--- src/rtl/shiftreg_seq.sv ---
// Parametrised shift register with single-step and counted multi-step shifts.
// Four modes: logical/arithmetic right, left, rotate right; shift_out taps the lost bit.
module shiftreg_seq #(
   parameter int WIDTH = 8,
   parameter int CNT_W = 4
) (
   input  logic             clk,
   input  logic             clr,
   input  logic             ld,
   input  logic [WIDTH-1:0] data_in,
   input  logic             shift,
   input  logic             start,
   input  logic [CNT_W-1:0] shamt,
   input  logic [1:0]       mode,
   input  logic             s_in,
   output logic [WIDTH-1:0] data_out,
   output logic             shift_out,
   output logic             busy,
   output logic             done
);

   typedef enum logic {
      IDLE,
      RUN
   } state_t;

   state_t           state_q, state_d;
   logic [WIDTH-1:0] data_q, data_d;
   logic             sout_q, sout_d;
   logic [CNT_W-1:0] cnt_q, cnt_d;
   logic [1:0]       mode_q, mode_d;
   logic             busy_q, busy_d;
   logic             done_q, done_d;

   logic [1:0]       step_mode;
   logic [WIDTH-1:0] step_data;
   logic             step_out;

   // A running sequence uses the mode latched at start, not the live input
   assign step_mode = (state_q == RUN) ? mode_q : mode;

   always_comb begin
      step_data = data_q;
      step_out  = data_q[0];
      case (step_mode)
         2'b00: step_data = {s_in, data_q[WIDTH-1:1]};
         2'b01: step_data = {data_q[WIDTH-1], data_q[WIDTH-1:1]};
         2'b10: begin
            step_data = {data_q[WIDTH-2:0], s_in};
            step_out  = data_q[WIDTH-1];
         end
         default: step_data = {data_q[0], data_q[WIDTH-1:1]};
      endcase
   end

   always_comb begin
      state_d = state_q;
      data_d  = data_q;
      sout_d  = sout_q;
      cnt_d   = cnt_q;
      mode_d  = mode_q;
      busy_d  = busy_q;
      done_d  = 1'b0;
      case (state_q)
         IDLE: begin
            if (ld) begin
               data_d = data_in;
            end else if (start) begin
               if (shamt != '0) begin
                  mode_d  = mode;
                  cnt_d   = shamt;
                  state_d = RUN;
                  busy_d  = 1'b1;
               end else begin
                  done_d = 1'b1;
               end
            end else if (shift) begin
               data_d = step_data;
               sout_d = step_out;
            end
         end
         RUN: begin
            data_d = step_data;
            sout_d = step_out;
            cnt_d  = cnt_q - 1'b1;
            if (cnt_q == CNT_W'(1)) begin
               state_d = IDLE;
               busy_d  = 1'b0;
               done_d  = 1'b1;
            end
         end
         default: state_d = IDLE;
      endcase
   end

   always_ff @(posedge clk) begin
      if (clr) begin
         state_q <= IDLE;
         data_q  <= '0;
         sout_q  <= 1'b0;
         cnt_q   <= '0;
         mode_q  <= 2'b00;
         busy_q  <= 1'b0;
         done_q  <= 1'b0;
      end else begin
         state_q <= state_d;
         data_q  <= data_d;
         sout_q  <= sout_d;
         cnt_q   <= cnt_d;
         mode_q  <= mode_d;
         busy_q  <= busy_d;
         done_q  <= done_d;
      end
   end

   assign data_out  = data_q;
   assign shift_out = sout_q;
   assign busy      = busy_q;
   assign done      = done_q;

endmodule

--- config.mk ---
export PLATFORM = sky130hd
export DESIGN_NAME = shiftreg_seq
export DESIGN_NICKNAME = d
export VERILOG_FILES = /design/src/rtl/shiftreg_seq.sv
export SDC_FILE = /design/constraint.sdc
export NUM_CORES = 1
export LEC_CHECK = 0
export CAP_MARGIN = 20
export CORE_MARGIN = 1
export CORE_UTILIZATION = 46
export CTS_CLUSTER_SIZE = 14
export DETAILED_ROUTE_END_ITERATION = 7
export PLACE_DENSITY = 0.78
export SETUP_SLACK_MARGIN = 0.4
export SYNTH_ARGS = -nofsm -noshare
export SYNTH_HDL_FRONTEND = slang
export SYNTH_SLANG_ARGS = --single-unit
--- constraint.sdc ---
create_clock -name clk -period 2.1 [get_ports clk]
set_clock_uncertainty 0.1 [all_clocks]
set_input_delay 0.525 -clock clk [delete_from_list [all_inputs] [get_ports clk]]
set_output_delay 0.525 -clock clk [all_outputs]
set_load 0.1 [all_outputs]
Word-level counts from Yosys, hierarchy flattened
Index checks and enable logic that the tools add are counted.

word-level totals
  bits in writable memories = 0
  output and inout port bits = 11
  bits in registers = 18
  bits in read-only memories = 0
  input bits = 20
  latch bits = 0
  logic and storage cells = 58
  memories = 0

cells by class
  shifts and indexed selects = 0
  add/subtract/negate cells = 1
  $lt $le $gt $ge = 0
  multiply operators = 0
  bitwise operators = 2
  div/mod/pow operators = 0
  eq/ne operators = 11
  muxes and demuxes = 30
  reductions and logical operators = 7

operator list
  kind                   count
  $mux W8                3
  $pmux W8 S3            1
  $mux W1                16
  $pmux W8 S2            1
  $mux W4                3
  $ne A2 B2 Y1 const B   5
  $pmux W1 S2            4
  $pmux W4 S2            1
  $reduce_and A4 Y1      2
  $ne A3 B3 Y1 const B   2
  $reduce_and A3 Y1      2
  $eq A4 B1 Y1 const B   1
  $reduce_bool A4 Y1     1
  $sub A4 B1 Y4 const B  1
  $eq A2 B1 Y1 const B   1
  $eq A2 B2 Y1 const B   1
  $logic_not A2 Y1       1
  $mux W2                1
  $ne A2 B1 Y1 const B   1
  $not A1 Y1             2
  $reduce_and A2 Y1      1

Longest topological paths before layout
  word-level depth = 7
  depth in mapped cells = 6
  depth with buffers taken out = 6

Worst setup path after synthesis
Ideal clock, no wire load.

  kind = reg-to-reg
  start point = register data_q[7], in the netlist data_out[7]
  end point = register data_q[7], in the netlist data_out[7]
  path slack = 407 ps
  buffers on the path = 0
  data arrival time = 1,514 ps
  library setup time = 79 ps
  data required time = 1,921 ps
  period minus slack after synthesis = 1,693 ps
  stages on the path, launching flop included = 4
  cells stage by stage = dfxtp_1 mux4_2 a2bb2oi_1 nor3_1

on the way
  word-level cells in the longest chain between the ends = 5

RTL lines
  element                   line  text
  start: declaration        28    logic [WIDTH-1:0] data_q, data_d;
  start signal: assignment  107   data_q <= data_d;
  $pmux W8 S3 *             45    case (step_mode)
  $mux W8                   77    end else if (shift) begin
  $mux W8                   68    end else if (start) begin
  $mux W8                   66    if (ld) begin
  $pmux W8 S2 *             64    case (state_q)

Mark *: on every way between the ends. The rest lies on a longest branch, timed or not. The select of a mux whose other input is x is not followed.
A chain may end at the register's enable or synchronous reset.

Worst setup path in the final report
  start point = input port shift
  end point = register data_q[3], in the netlist data_out[3]

on the way
  word-level cells in the longest chain between the ends = 2

RTL lines
  element                      line  text
  start: declaration           11    input logic shift,
  $ne A3 B3 Y1 (no line)       n/a
  $reduce_and A2 Y1 (no line)  n/a

No other way between the ends.

==> out/metrics.csv <==
metric,value,unit
beginning of the worst hold path,data_out[0]$_SDFFE_PP0P_,
Syn. warnings,0,
Slew @ Worst Pin,0.4436,ns
Required @ worst endpoint,2.21,ns
Post-synth EDFFs,0,
Worst setup EP type,flop,
Fin. Hold Viols,0,
CP Max Fanout,10,
CTS tree,done,
# IOs,31,
Max Cap Viol,0,
RR Startpoint,state_q$_SDFF_PP0_,
"Reg clk slew, reported paths",0.11,ns
FF-to-FF setup slack,0.50,ns
initial antenna violation count,0,
dpl hpwl,2252,um
vias in the first global route,1116,
Multi-input gate area,711.9,um^2
Die W,49.77,um
global-route wire length before repair,5244,um
"Clk Latency, worst-skew pair",0.30,ns
Core ar.,0.002062,mm^2
number of distinct library cells after synthesis,31,
Async SR Flop Fraction,0,%
depth of the CTS H-tree,1,
max-slew violations,0,
number of core rows,16,
Placer Congestion,0.8402,
dpl cell area,0.001543,mm^2
Syn Area/Cell,8.535,um^2
Die Ht,49.77,um
die area,0.002477,mm^2
"commonest non-fill, non-tap cells in the layout","buf_4, dfxtp_1, clkdlybuf4s50_1",
CP startpoint,shift,
drt pass-1 iters,4,
register area,362.8,um^2
Max clock buf depth,2,
"commonest non-fill, non-tap cell in the layout",buf_4,
Fill cells,118,
peak supply drop,0.4568,mV
Seq cells post-synth,18,
Final Net Count,188,
Vias,1140,
startpoint types,input port,
CTS Sinks,18,
Min-Delay Path Class,reg2reg,
final instance area,0.001682,mm^2
Syn Nets,145,
Initial DRC Count,22,
Tmin final,1.776,ns
Finish-stage setup viols,0,
P&R area growth vs syn,60.19,%
DRC Markers,0,
largest net degree at the start of global routing,19,
Slew headroom,70.20,%
gr ovfl total,0,
period utilization,84.56,%
RSZ-0062 raised after global routing,true,
per-cell routed wire length,17.10,um
GRT Total Usage,27.68,%
sequential share of the synthesized area,34.33,%
Placed Instances,186,
IO Port Bufs,30,
CP peak stage delay,0.46,ns
crit path cell chain,"clkdlybuf4s50_1, nor2b_1, a21o_2, a21oi_1, o31ai_1",
Power Density,641.2,mW/mm^2
synthesized area,0.001050,mm^2
Max Freq,563.1,MHz
leakage power,0.6617,nW
CP Class,in2reg,
Starting Density,50.91,%
outcome,completed,
Via-to-Cell Ratio,5.938,
Post-synth top flop,dfxtp_1,
Routed Antenna Nets,0,
Non-Filler Instances,192,
ratio of cells with drive above 1 in the final layout,35.15,%
antenna cell count,0,
crit path DAT,1.88,ns
CTS buffer count,3,
Syn Inst Count,123,
Root Buffer,clkbuf_4,
final wirelength,3283,um
Critical-path top delay cell,clkdlybuf4s50_1,
-- synthesized netlist by cell type (all sizes together) (2+ instances only) --
cell	instances	area share (%)
dfxtp	18	34
a21oi	13	6.2
a211oi	11	8.8
nand2	11	3.9
nor2	8	2.9
nor3b	8	6.8
o31ai	8	5.7
nor3	6	2.9
buf	5	3.5
inv	5	1.8
mux2i	5	4.8
clkbuf	4	1.4
nor2b	4	2.4
nor4	3	2.4
a2bb2oi	2	1.7
ha	2	2.4
-- critical path, delay by kind of cell --
kind            cells  cell delay [ns]
simple gates        1             0.23
compound gates      3             0.67
buf+inv             1             0.46
-- area by class of cell --
type | instances | area share [%]
multi-input cells | 91 | 42.34
repair buffers | 47 | 30.80
flip-flops and latches | 18 | 21.58
clock buffers | 4 | 2.158
well taps | 27 | 2.009
inverters | 5 | 1.116
-- stage by stage --
stage | utilization (%) | setup slack, ns | setup TNS [ns] | hold WS, ns | power, mW
finish | 81.55 | 0.3241 | 0 | 0.4475 | 1.078
global route | 81.55 | 0.2923 | 0 | 0.4788 | 1.112
CTS | 78.52 | 0.4006 | 0 | 0.4421 | 1.052
detailed placement | 74.82 | -0.1265 | -0.7306 | 0.4247 | 0.8245
global placement | 74.82 | -0.08644 | -0.2383 | 0.4007 | 0.8120
floorplan | - | 0.4070 | 0 | 0.3750 | 0.6576
-- flip-flops by register name, indices dropped and copies added (netlist names) --
signal     cells
done           1
state_q        1
cnt_q          4
mode_q         2
shift_out      1
data_out       8
busy           1
-- routing by layer --
layer | global-route usage (%) | routed length, um | up-vias
li1 | - | - | 534
met1 | 34.91 | 1445 | 556
met2 | 48.42 | 1626 | 44
met3 | 3.704 | 151 | 6
met4 | 8.095 | 59 | 0
met5 | 0 | 0 | -
-- timing repair --
action	4_1_cts	5_1_grt
pin swaps	5	2
hold endpoints to repair	0	0
hold buffers	0	0
gates resized for setup	16	12
gates cloned	0	0
setup buffers	1	1
endpoints found under the setup margin	16	13
-- power by group --
group / switching, mW / total [mW] / internal [mW] / leakage [nW]
Combinational: 0.248 / 0.434 / 0.186 / 0.492
Clock: 0.124 / 0.230 / 0.106 / 0.0210
Sequential: 0.0436 / 0.415 / 0.371 / 0.149
Total: 0.416 / 1.08 / 0.663 / 0.662
-- worst paths after layout --
| path | to | depth (start not counted) |
|---|---|---|
| min | data_out[0]$_SDFFE_PP0P_ | 2 |
| min reg2reg | data_out[0]$_SDFFE_PP0P_ | 2 |
| max | data_out[3]$_SDFFE_PP0P_ | 5 |
| max reg2reg | busy$_SDFFE_PP0P_ | 5 |
-- cell families after synthesis --
group / Yosys count / synth area share, %
AND/OR/NAND/NOR: 45 / 24.79
adder cells (fa/ha/maj): 2 / 2.383
multiplexers: 6 / 6.913
AO/OA/AOI/OAI: 38 / 24.91
flip-flops: 18 / 34.33
buffers and inverters: 14 / 6.674
Note: power is estimated with default switching activity, not from simulation.
